===== src/rtl/stim_pkg.sv =====
// Shared types and opcode field layout for the b12 stimulus sequencer.
package stim_pkg;

  localparam int unsigned OP_W      = 6;
  localparam int unsigned OBS_BIT   = 5;
  localparam int unsigned K_HI      = 4;
  localparam int unsigned K_LO      = 1;
  localparam int unsigned START_BIT = 0;

  typedef enum logic [1:0] {
    ST_IDLE = 2'd0,
    ST_LOAD = 2'd1,
    ST_PLAY = 2'd2,
    ST_DONE = 2'd3
  } state_t;

endpackage


===== src/rtl/stim_ram.sv =====
// Program store: register array with synchronous write and combinational read.
module stim_ram
  import stim_pkg::*;
#(
  parameter int unsigned DEPTH = 16,
  parameter int unsigned AW    = $clog2(DEPTH)
) (
  input  logic            clock,
  input  logic            we,
  input  logic [AW-1:0]   waddr,
  input  logic [OP_W-1:0] wdata,
  input  logic [AW-1:0]   raddr,
  output logic [OP_W-1:0] rdata_c
);

  // Contents are deliberately not reset; len gates reachability.
  logic [OP_W-1:0] mem_q [DEPTH];

  always_ff @(posedge clock) begin
    if (we) mem_q[waddr] <= wdata;
  end

  assign rdata_c = mem_q[raddr];

endmodule


===== src/rtl/stim_sequencer.sv =====
// Loads a short opcode program, replays it onto the b12 inputs, and monitors b12 outputs.
module stim_sequencer
  import stim_pkg::*;
#(
  parameter int unsigned DEPTH = 16,
  parameter int unsigned AW    = $clog2(DEPTH)
) (
  input  logic            clock,
  input  logic            reset,
  input  logic            load_valid,
  output logic            load_ready,
  input  logic [OP_W-1:0] load_data,
  input  logic            load_last,
  input  logic            run,
  input  logic            stop,
  input  logic            loop_en,
  output logic            obs,
  output logic [3:0]      k,
  output logic            start,
  input  logic            nloss_in,
  input  logic [3:0]      nl_in,
  input  logic            speaker_in,
  output logic            busy,
  output logic            done,
  output logic            ovf,
  output logic [AW:0]     len,
  output logic [AW-1:0]   pc,
  output logic [7:0]      loss_cnt,
  output logic            spk_seen
);

  localparam logic [AW:0] FULL_LEN = (AW+1)'(DEPTH);

  state_t          state_q, state_d;
  logic [AW:0]     len_q, len_d;
  logic [AW:0]     pc_q, pc_d;
  logic            ovf_q, ovf_d;
  logic [OP_W-1:0] op_q, op_d;
  logic [7:0]      loss_q, loss_d;
  logic            spk_q, spk_d;
  logic            nloss_prev_q, nloss_prev_d;
  logic            busy_q, busy_d;
  logic            done_q, done_d;
  logic            ready_q, ready_d;

  logic            we_c;
  logic [AW-1:0]   waddr_c;
  logic [AW-1:0]   raddr_c;
  logic [OP_W-1:0] rdata_c;

  // nl_in is only observed externally.
  logic unused_nl;
  assign unused_nl = ^nl_in;

  stim_ram #(.DEPTH(DEPTH), .AW(AW)) u_ram (
    .clock   (clock),
    .we      (we_c),
    .waddr   (waddr_c),
    .wdata   (load_data),
    .raddr   (raddr_c),
    .rdata_c (rdata_c)
  );

  always_ff @(posedge clock) begin
    if (reset) begin
      state_q      <= ST_IDLE;
      len_q        <= '0;
      pc_q         <= '0;
      ovf_q        <= 1'b0;
      op_q         <= '0;
      loss_q       <= '0;
      spk_q        <= 1'b0;
      nloss_prev_q <= 1'b1;
      busy_q       <= 1'b0;
      done_q       <= 1'b0;
      ready_q      <= 1'b1;
    end else begin
      state_q      <= state_d;
      len_q        <= len_d;
      pc_q         <= pc_d;
      ovf_q        <= ovf_d;
      op_q         <= op_d;
      loss_q       <= loss_d;
      spk_q        <= spk_d;
      nloss_prev_q <= nloss_prev_d;
      busy_q       <= busy_d;
      done_q       <= done_d;
      ready_q      <= ready_d;
    end
  end

  always_comb begin
    state_d      = state_q;
    len_d        = len_q;
    pc_d         = pc_q;
    ovf_d        = ovf_q;
    op_d         = '0;
    loss_d       = loss_q;
    spk_d        = spk_q;
    nloss_prev_d = nloss_in;
    we_c         = 1'b0;
    waddr_c      = len_q[AW-1:0];
    raddr_c      = '0;

    unique case (state_q)
      ST_IDLE, ST_DONE: begin
        // A fresh load restarts the program at address 0 and wins over run.
        if (load_valid) begin
          we_c    = 1'b1;
          waddr_c = '0;
          len_d   = (AW+1)'(1);
          ovf_d   = 1'b0;
          state_d = load_last ? ST_IDLE : ST_LOAD;
        end else if (run && (len_q != '0)) begin
          op_d    = rdata_c;
          pc_d    = (AW+1)'(1);
          loss_d  = '0;
          spk_d   = 1'b0;
          state_d = ST_PLAY;
        end
      end
      ST_LOAD: begin
        if (load_valid) begin
          if (len_q == FULL_LEN) begin
            ovf_d = 1'b1;
          end else begin
            we_c  = 1'b1;
            len_d = len_q + (AW+1)'(1);
          end
          if (load_last) state_d = ST_IDLE;
        end
      end
      ST_PLAY: begin
        // pc == len means the final entry went out on the previous edge.
        if (stop) begin
          pc_d    = '0;
          state_d = ST_IDLE;
        end else if (pc_q == len_q) begin
          if (loop_en) begin
            op_d = rdata_c;
            pc_d = (AW+1)'(1);
          end else begin
            state_d = ST_DONE;
          end
        end else begin
          raddr_c = pc_q[AW-1:0];
          op_d    = rdata_c;
          pc_d    = pc_q + (AW+1)'(1);
        end
      end
      default: state_d = ST_IDLE;
    endcase

    if (state_q == ST_PLAY) begin
      if (nloss_prev_q && !nloss_in && (loss_q != 8'hFF)) loss_d = loss_q + 8'd1;
      if (speaker_in) spk_d = 1'b1;
    end

    busy_d  = (state_d == ST_PLAY);
    done_d  = (state_d == ST_DONE);
    ready_d = (state_d != ST_PLAY);
  end

  assign load_ready = ready_q;
  assign obs        = op_q[OBS_BIT];
  assign k          = op_q[K_HI:K_LO];
  assign start      = op_q[START_BIT];
  assign busy       = busy_q;
  assign done       = done_q;
  assign ovf        = ovf_q;
  assign len        = len_q;
  assign pc         = pc_q[AW-1:0];
  assign loss_cnt   = loss_q;
  assign spk_seen   = spk_q;

endmodule

===== config.mk =====
export PLATFORM = sky130hd
export DESIGN_NAME = stim_sequencer
export DESIGN_NICKNAME = d
export VERILOG_FILES = /design/src/rtl/stim_pkg.sv /design/src/rtl/stim_ram.sv /design/src/rtl/stim_sequencer.sv
export SDC_FILE = /design/constraint.sdc
export NUM_CORES = 1
export LEC_CHECK = 0
export BUFFER_PORTS_ARGS = -buffer_cell sky130_fd_sc_hd__buf_2
export CORE_UTILIZATION = 48
export CTS_CLUSTER_SIZE = 30
export DETAILED_ROUTE_END_ITERATION = 7
export PLACE_DENSITY = 0.66
export SYNTH_ARGS = -nofsm -noshare
export SYNTH_HDL_FRONTEND = slang
export SYNTH_SLANG_ARGS = --single-unit

===== constraint.sdc =====
create_clock -name clock -period 3.45 [get_ports clock]
set_input_delay 0.1725 -clock clock [delete_from_list [all_inputs] [get_ports clock]]
set_output_delay 0.1725 -clock clock [all_outputs]
set_load 0.05 [all_outputs]

# ---- Word-level counts from Yosys, hierarchy flattened
# Memories as Yosys holds them, arrays and structs flattened.
# Index checks and enable logic that the tools add are counted.
dict set report totals {
  reg_bits 32
  out_inout_bits 28
  ram_bits 96
  inputBits 19
  wordCells 93
  mem_count 1
}
# memory depth width rd rd_clocked_by_memory_dff wr line
set mem_list {}
lappend mem_list {u_ram.mem_q 16 6 1 0 1 stim_ram.sv:17} ;# logic [OP_W-1:0] mem_q [DEPTH];
dict set report op_classes {
  n_addsub 3
  muxes 50
  n_reduce_logical 12
  n_eq_ne 16
}
# op n
set op_table {}
lappend op_table {{2-to-1 mux 5 bit} 8}
lappend op_table {{2-to-1 mux 8 bit} 5}
lappend op_table {{2-to-1 mux 6 bit} 5}
lappend op_table {{2-to-1 mux 4 bit} 5}
lappend op_table {{one-hot mux 5 bit (2 select lines)} 2}
lappend op_table {{2-to-1 mux 1 bit} 14}
lappend op_table {{2-to-1 mux 2 bit} 7}
lappend op_table {{!= test 2 bit (second input constant)} 7}
lappend op_table {{one-hot mux 6 bit (2 select lines)} 1}
lappend op_table {{AND reduction 4 bit} 3}
lappend op_table {{adder 5 x 1 -> 5 bit (second input constant)} 2}
lappend op_table {{adder 8 x 1 -> 8 bit (second input constant)} 1}
lappend op_table {{== test 2 bit (second input constant)} 4}
lappend op_table {{!= test 8 bit (second input constant)} 1}
lappend op_table {{one-hot mux 2 bit (3 select lines)} 1}
lappend op_table {{== test 5 bit} 1}
lappend op_table {{== test 5 bit (second input constant)} 1}
lappend op_table {{nonzero test 5 bit} 1}
lappend op_table {{!= test 4 bit (second input constant)} 1}
lappend op_table {{one-hot mux 1 bit (2 select lines)} 2}
lappend op_table {{nonzero test 2 bit} 2}
lappend op_table {{logical AND 1 bit} 3}
lappend op_table {{== test 2 x 1 -> 1 bit (second input constant)} 1}
lappend op_table {{zero test 2 bit} 1}
lappend op_table {{2 further kinds} 2}

# ---- Longest topological paths before layout
# Gate-level depths: netlist of the first run.
# An unclocked memory read counts as a cell.
dict set report depth {
  ltp_word 9
  mapped_depth 9
  ltp_nobuf 7
}

# ---- Hierarchy
# From an unflattened synthesis of the first run, not the netlist that was laid out.
dict set report unflattened {
  cells_unflattened 382
  area_unflattened_um2 5526.6
}
# module cells_each seq_area_each_um2 instances area_each_um2
set by_module_without_submodules {}
lappend by_module_without_submodules {stim_ram 172 2882.8 1 3774.9}
lappend by_module_without_submodules {stim_sequencer 210 640.6 1 1751.7}

# ---- Least setup slack after synthesis of the first run
# OpenSTA, ideal clock, no wires.
dict set report synth_path {
  path_kind {reg2reg}
  start {reg len_q[0], in the netlist len[0]}
  end {mem u_ram.mem_q[12][0] (enable)}
  setup_time_ns 0.388
  path_buffers 1
  path_stages_with_launch 9
  required_time_ns 3.062
  arrival_ns 2.569
  synth_period_minus_slack_ns 2.957
  slack_ns 0.493
  path_cell_list {dfxtp_1 -> buf_4 -> inv_1 -> ha_1 -> nand4bb_1 -> a21oi_1 -> nor3_1 -> nand3_1 -> nor4b_1}
}
dict set report synth_via {
  elab_chain_cells 6
  word_cells_on_any_way 8
  cone_classes {1 x eq/ne; 7 x mux}
}
# element line
set synth_lines {}
lappend synth_lines {{start: declaration} stim_sequencer.sv:35} ;# logic [AW:0] len_q, len_d;
lappend synth_lines {{start signal: assignment} stim_sequencer.sv:79} ;# len_q <= len_d;
lappend synth_lines {{== test 5 bit} stim_sequencer.sv:124} ;# if (len_q == FULL_LEN) begin
lappend synth_lines {{2-to-1 mux 1 bit} stim_sequencer.sv:124}
lappend synth_lines {{2-to-1 mux 1 bit} stim_sequencer.sv:123} ;# if (load_valid) begin
lappend synth_lines {{one-hot mux 1 bit (2 select lines)} stim_sequencer.sv:105} ;# unique case (state_q)
lappend synth_lines {{2-to-1 mux 1 bit} stim_ram.sv:20} ;# if (we) mem_q[waddr] <= wdata;
lappend synth_lines {{2-to-1 mux 1 bit (not written as such)} stim_ram.sv:20}
lappend synth_lines {{end: declaration} stim_ram.sv:17}
# Parallel ways exist; a longest one is shown, timed or not.

# ---- Final worst setup path of the first run
dict set report layout_path {
  start {reg len_q[0], in the netlist len[0]}
  end {mem u_ram.mem_q[4][1] (enable)}
}
# The elaborated chain is that of the path after synthesis.

==> results of run 1 <==
==> critical path, stage by stage (launching register included) <==
cell       delay (ps)
dfxtp_1           540
inv_1             150
ha_1              250
nand4bb_1         120
a21oi_1            70
nor3_1            340
nand4b_1          350
nor2_1            580
==> routing by layer <==
metal / wire length, µm / up-vias / share of wire
li1: - / 1966 / -
met1: 6040 / 1984 / 0.46
met2: 6280 / 114 / 0.47
met3: 695 / 16 / 0.052
met4: 247 / 0 / 0.019
met5: 0 / - / 0
==> layout by cell type (no fill, tap or decap), drive strengths merged, types with 3 or more instances in the layout <==
cell and instances:
clkbuf 17, nand3 25, nand2b 4, a211oi 25, nand4 4, a31oi 16
a22o 6, o21ai 15, and3 4, a311oi 3, inv 24, xor2 3
o31ai 3, clkinv 8, a21oi 18, ha 7, a22oi 3, nand2 14
nor3 13, nor3b 11, and2 3, dfxtp 32, o22ai 12, nor2 50
nand4b 3, o221ai 10, buf 52, mux2i 24, edfxtp 96, xnor2 5
==> sequential cells by signal (all words and copies together), names as in the netlist <==
| register | flops |
|---|---|
| load_ready | 1 |
| pc_q | 5 |
| op_q | 6 |
| len | 5 |
| done | 1 |
| loss_cnt | 8 |
| nloss_prev_q | 1 |
| ovf | 1 |
| spk_seen | 1 |
| u_ram.mem_q | 96 |
| state_q | 2 |
| busy | 1 |
==> synth_stat cells (all sizes together) (4+ instances only) <==
cell    count  area [µm²]
edfxtp     96        2880
nor2       50         188
dfxtp      32         641
buf        27         179
a211oi     25         213
nand3      25         125
mux2i      24         240
inv        20        75.1
a21oi      18         101
a31oi      16         100
clkbuf     16        60.1
o21ai      15        75.1
nand2      14        52.6
nor3       13        65.1
o22ai      12        75.1
nor3b      11        82.6
o221ai     10        87.6
ha          7        87.6
a22o        6        52.6
xnor2       5        66.3
and3        4        25.0
nand2b      4        25.0
nand4       4        40.0
==> how the worst max path moves through the flow <==
stage                start                 end  slack, ps  cells past startpoint
floorplan           len[0]  u_ram.mem_q[12][0]        490                      8
global placement    len[0]   u_ram.mem_q[4][4]        810                      7
detailed placement  len[0]   u_ram.mem_q[4][4]        660                      7
CTS                 len[0]   u_ram.mem_q[4][5]        660                      7
global route        len[0]   u_ram.mem_q[4][5]        430                      7
finish              len[0]   u_ram.mem_q[4][1]        680                      7
==> cell families after synthesis <==
| kind of cell | Yosys count | share of synthesized area |
|---|---|---|
| XOR/XNOR | 8 | 0.0156 |
| adder cells (fa/ha/maj) | 7 | 0.0147 |
| AO/OA/AOI/OAI | 124 | 0.152 |
| AND/OR/NAND/NOR | 147 | 0.131 |
| buffers and inverters | 63 | 0.0529 |
| flip-flops | 128 | 0.593 |
| multiplexers | 24 | 0.0404 |
==> power groups by stage <==
stage / registers, W / logic [W] / clock network (W)
final: 0.00168 / 0.000172 / 0.00169
after global routing: 0.00168 / 0.000187 / 0.00178
after floorplan: 0.00172 / 0.000109 / 0
after global placement: 0.00171 / 0.000166 / 0
after detailed placement: 0.00172 / 0.000170 / 0
after CTS: 0.00168 / 0.000172 / 0.00171
==> metrics by stage <==
| step | total power [W] | utilization | std cells |
|---|---|---|---|
| detailed placement | 0.00188 | 0.513 | 656 |
| CTS | 0.00356 | 0.561 | 689 |
| floorplan | 0.00183 | - | 501 |
| global route | 0.00365 | 0.561 | 690 |
| global placement | 0.00188 | 0.513 | 656 |
| finish | 0.00354 | 0.561 | 690 |
==> layout make-up <==
type                            instances  area, µm²  area share
Multi-Input combinational cell        310       2100       0.312
Tap cell                              147        184      0.0273
Sequential cell                       128       3530       0.523
Clock buffer                           17        425      0.0631
Inverter                               20       75.1      0.0111
Timing Repair Buffer                   53        293      0.0434
Clock inverter                         15        136      0.0202
==> repair_timing <==
item / in CTS / in global routing
endpoints found under the hold margin: 1 / 0
hold buffers: 1 / 0
setup buffers: 0 / 0
==> out/results.ini, run 1 <==
[status]
status=finished, final reports clean

[logic_synthesis]
synth_ff_type=edfxtp_1
ys_seq_area_frac=0.593
synth_edf_count=96
synth_seq_cells=128
synth_nets=527
netlist_area_um2=5940
yosysWarnings=0
synth.avg_cell_area_um2=11.9
synth.distinct_cells=60
async_flop_share=0
synthCells=501

[floorplan]
core_area_um2=12000
boundaryPins=47
placementRows=40
die-area_um2=12800
die_width_um=113
dieHeight_um=113
initial_core_util=0.494

[setup_path]
r2r_start=len[0]
cp_max_fo=10
r2r_setup_slack_ps=680
required_ps=3490
critPathKind=reg -> reg
reg2reg_depth=7
r2r-end=u_ram.mem_q[4][1]
start_kind=flip-flop
crit_path_end_kind=flip-flop
crit_arrival_ps=2810

[sta]
worst_pin_slew_ps=986
final.setup.tns_ps=0
slew_viol_final=0
hold_slack_ps=41.8
finalCritPeriodShare=0.802
relSlewSlack=0.339
skew_ps=11.7
rsz0062_at_grt=no
hold_viol=0
finalCriticalPeriod_ps=2770
setup_viol=0
layout_setup_ws_ps=683
maxClockFrequency_mhz=361

[detailed_routing]
ant_nets=0
dr_total_vias=4080
drcViolationCount=0
wl_um=13300
avgRoutedWirePerCell_um=19.2
viasPerCell=5.91
drtPass1Iterations=4
first_iter_violations=432

[final_layout]
syn_to_final_growth_pct=13.5
nNetsFinal=556
layout-drive-gt1-share=0.192
nFillCells=1018
antenna_cells=0
final_area_um2=6740

[placement]
hpwlAfterDp_um=8740
place_area_um2=6170
gp_congestion=0.823
pre_cts_slack_ps=661
io_buffers=42

[power]
swShare=0.234
cell_internal_pwr_w=0.00271
p_per_area_nw_per_um2=525
p_comb_frac=0.049
leakage_nw=2.28
p_clk_frac=0.477
ir_drop_mv=0.392
p_sw_w=0.000829
seqPwrFrac=0.475

[global_route]
use_met3=0.0520
use_met1=0.296
met2_usage=0.343
grt_pass1_vias=3828
antenna_found_initial=0
grt_pass1_wl_um=20900
gr-max-usage-layer=met2
grt_max_degree=42
grt.total_usage=0.220
grt_overflow=0

[clocking]
clk_pin_slew_ps=60
worstSkewPairLatency_ps=420
cts.sinks=128
numCtsBuffers=17
post_cts_resized=0
htreeDepth=4
cts_tree=built
clock_path_buffers=2
clock-root-buffer=clkbuf_16

[job]
maxCapViolCount=0

[hold_path]
min-delay-start=speaker_in
min_path_type=in -> reg
min_to=spk_seen
hold_depth=3

Power figures use the tool's default switching activity.
==> run 2: changes to the inputs <==
==> constraint.sdc (replaced) <==
create_clock -name clock -period 2.8 [get_ports clock]
set_input_delay 0.14 -clock clock [delete_from_list [all_inputs] [get_ports clock]]
set_output_delay 0.14 -clock clock [all_outputs]
set_load 0.05 [all_outputs]
==> run 2 against run 1 <==
Register-to-register slack worse by 510 ps. Cell count is 1.9% higher. Clock power is 46% higher. Worst setup slack worse by 510 ps. Largest power group unchanged. Highest routed layer unchanged.
==> out/results.ini, run 2 (synthesis results as in run 1) <==
[status]
status=finished, final reports clean

[placement]
gp_congestion=0.804
dp.cells=669
place_area_um2=6270
io_buffers=42
hpwlAfterDp_um=8820

[sta]
relSlewSlack=0.393
maxClockFrequency_mhz=380
worst_pin_slew_ps=906
setup_viol=0
hold_viol=0
finalCriticalPeriod_ps=2630
rsz0062_at_grt=yes
skew_ps=8.76
finalCritPeriodShare=0.939
final.setup.tns_ps=0
slew_viol_final=0

[global_route]
grt_pass1_wl_um=21000
antenna_found_initial=0
grt_pass1_vias=3952
grt.total_usage=0.221
grt_overflow=0
grt_max_degree=41

[final_layout]
syn_to_final_growth_pct=17.2
layout.cells.non_filler=703
seqCellArea_um2=3530
nFillCells=984
most-common-layout-cells=edfxtp_1 (96), nor2_1 (49), buf_2 (42)
nNetsFinal=569
largest_reg_flops=96
antenna_cells=0
layout-drive-gt1-share=0.210
final_area_um2=6960
multi_input_area_um2=2110
final_common_cell=edfxtp_1
largest_register=u_ram.mem_q

[setup_path]
cpPeakStageDelay_ps=500
crit_slowest_cell=ha_1
cp_max_fo=11
crit_arrival_ps=2680
required_ps=2850
crit_path_end_kind=flip-flop
crit_chain=inv_1, ha_1, a21oi_1, nor3_1, nand3_1, nor2_1
critPathTopFamily=simple AND/OR/NAND/NOR gates
critPathBufInv=1
critPathKind=reg -> reg
start_kind=flip-flop

[floorplan]
die-area_um2=12800
dieHeight_um=113
core_area_um2=12000
placementRows=40
die_width_um=113
boundaryPins=47
initial_core_util=0.494

[power]
p_sw_w=0.000969
p_comb_frac=0.048
p_clk_frac=0.518
seqPwrFrac=0.434
leakage_nw=2.39
cell_internal_pwr_w=0.00379
ir_drop_mv=0.587
swShare=0.204
p_per_area_nw_per_um2=684

[clocking]
numCtsBuffers=17
cts_tree=built
htreeDepth=4
cts_setup_buffers=0
clock_path_buffers=2
worstSkewPairLatency_ps=420
cts.sinks=128
clock-root-buffer=clkbuf_16
clk_pin_slew_ps=60

[detailed_routing]
drtPass1Iterations=5
dr_total_vias=4106
avgRoutedWirePerCell_um=18.6
drcViolationCount=0
wl_um=13100
first_iter_violations=342
viasPerCell=5.84
ant_nets=0

[job]
maxCapViolCount=0

[hold_path]
min_path_type=in -> reg

## run 2: cell types whose count changed in the layout (fill, tap and decap cells not counted), moves of 2 or more
cell / previous run / this run
inv_6: 3 / 0
buf_4: 9 / 22
clkinv_2: 3 / 1
bufinv_16: 1 / 6
## run 2: worst register-to-register path: stages, from the launching register on
cell and delay, ps:
dfxtp_1 390, inv_1 90, ha_1 500, a21oi_1 70, nor3_1 430, nand3_1 300, nor2_1 490
## run 2: repair_timing
item,in CTS,in global routing
endpoints found under the hold margin,2,0
hold buffers,2,0
setup endpoints to repair,0,6
resized for setup,0,1
## run 2: path summary, 6_finish.rpt
path	endpoint	cells after the start	start	slack [ps]
setup / recovery	u_ram.mem_q[14][0]	6	state_q[0]	170
hold / removal	pc_q[0]	3	stop	60
setup reg to reg	u_ram.mem_q[14][0]	6	state_q[0]	170
hold reg to reg	spk_seen	2	spk_seen	500
## run 2: power by group through the flow
stage | Clock [W] | Combinational [W] | Sequential, W
after global routing | 0.00259 | 0.000249 | 0.00207
after detailed placement | 0 | 0.000225 | 0.00211
after global placement | 0 | 0.000220 | 0.00210
final | 0.00246 | 0.000229 | 0.00207
after floorplan | 0 | 0.000135 | 0.00212
after CTS | 0.00251 | 0.000228 | 0.00207
## run 2: cell type report
type | instances | share of cell area
sequential | 128 | 0.506
clock inverter | 14 | 0.0343
clock buffer | 18 | 0.0616
multi-input combinational | 310 | 0.304
timing repair buffer | 66 | 0.0568
inverter | 20 | 0.0108
tap | 147 | 0.0264
## run 2: stage by stage
stage	utilization	setup WS, ps	power [W]	hold slack, ps
global placement	0.522	258	0.00232	348
detailed placement	0.522	221	0.00233	354
global route	0.580	-6.18	0.00491	76.6
finish	0.580	171	0.00476	63.8
floorplan	-	120	0.00226	239
CTS	0.579	182	0.00480	47.8
## run 2: metal layers
metal / track usage / part of all wire / vias to the layer above
li1: - / - / 1992
met1: 0.291 / 0.45 / 1972
met2: 0.356 / 0.48 / 124
met3: 0.0632 / 0.055 / 18
met4: 0.0649 / 0.014 / 0
met5: 0 / 0 / -
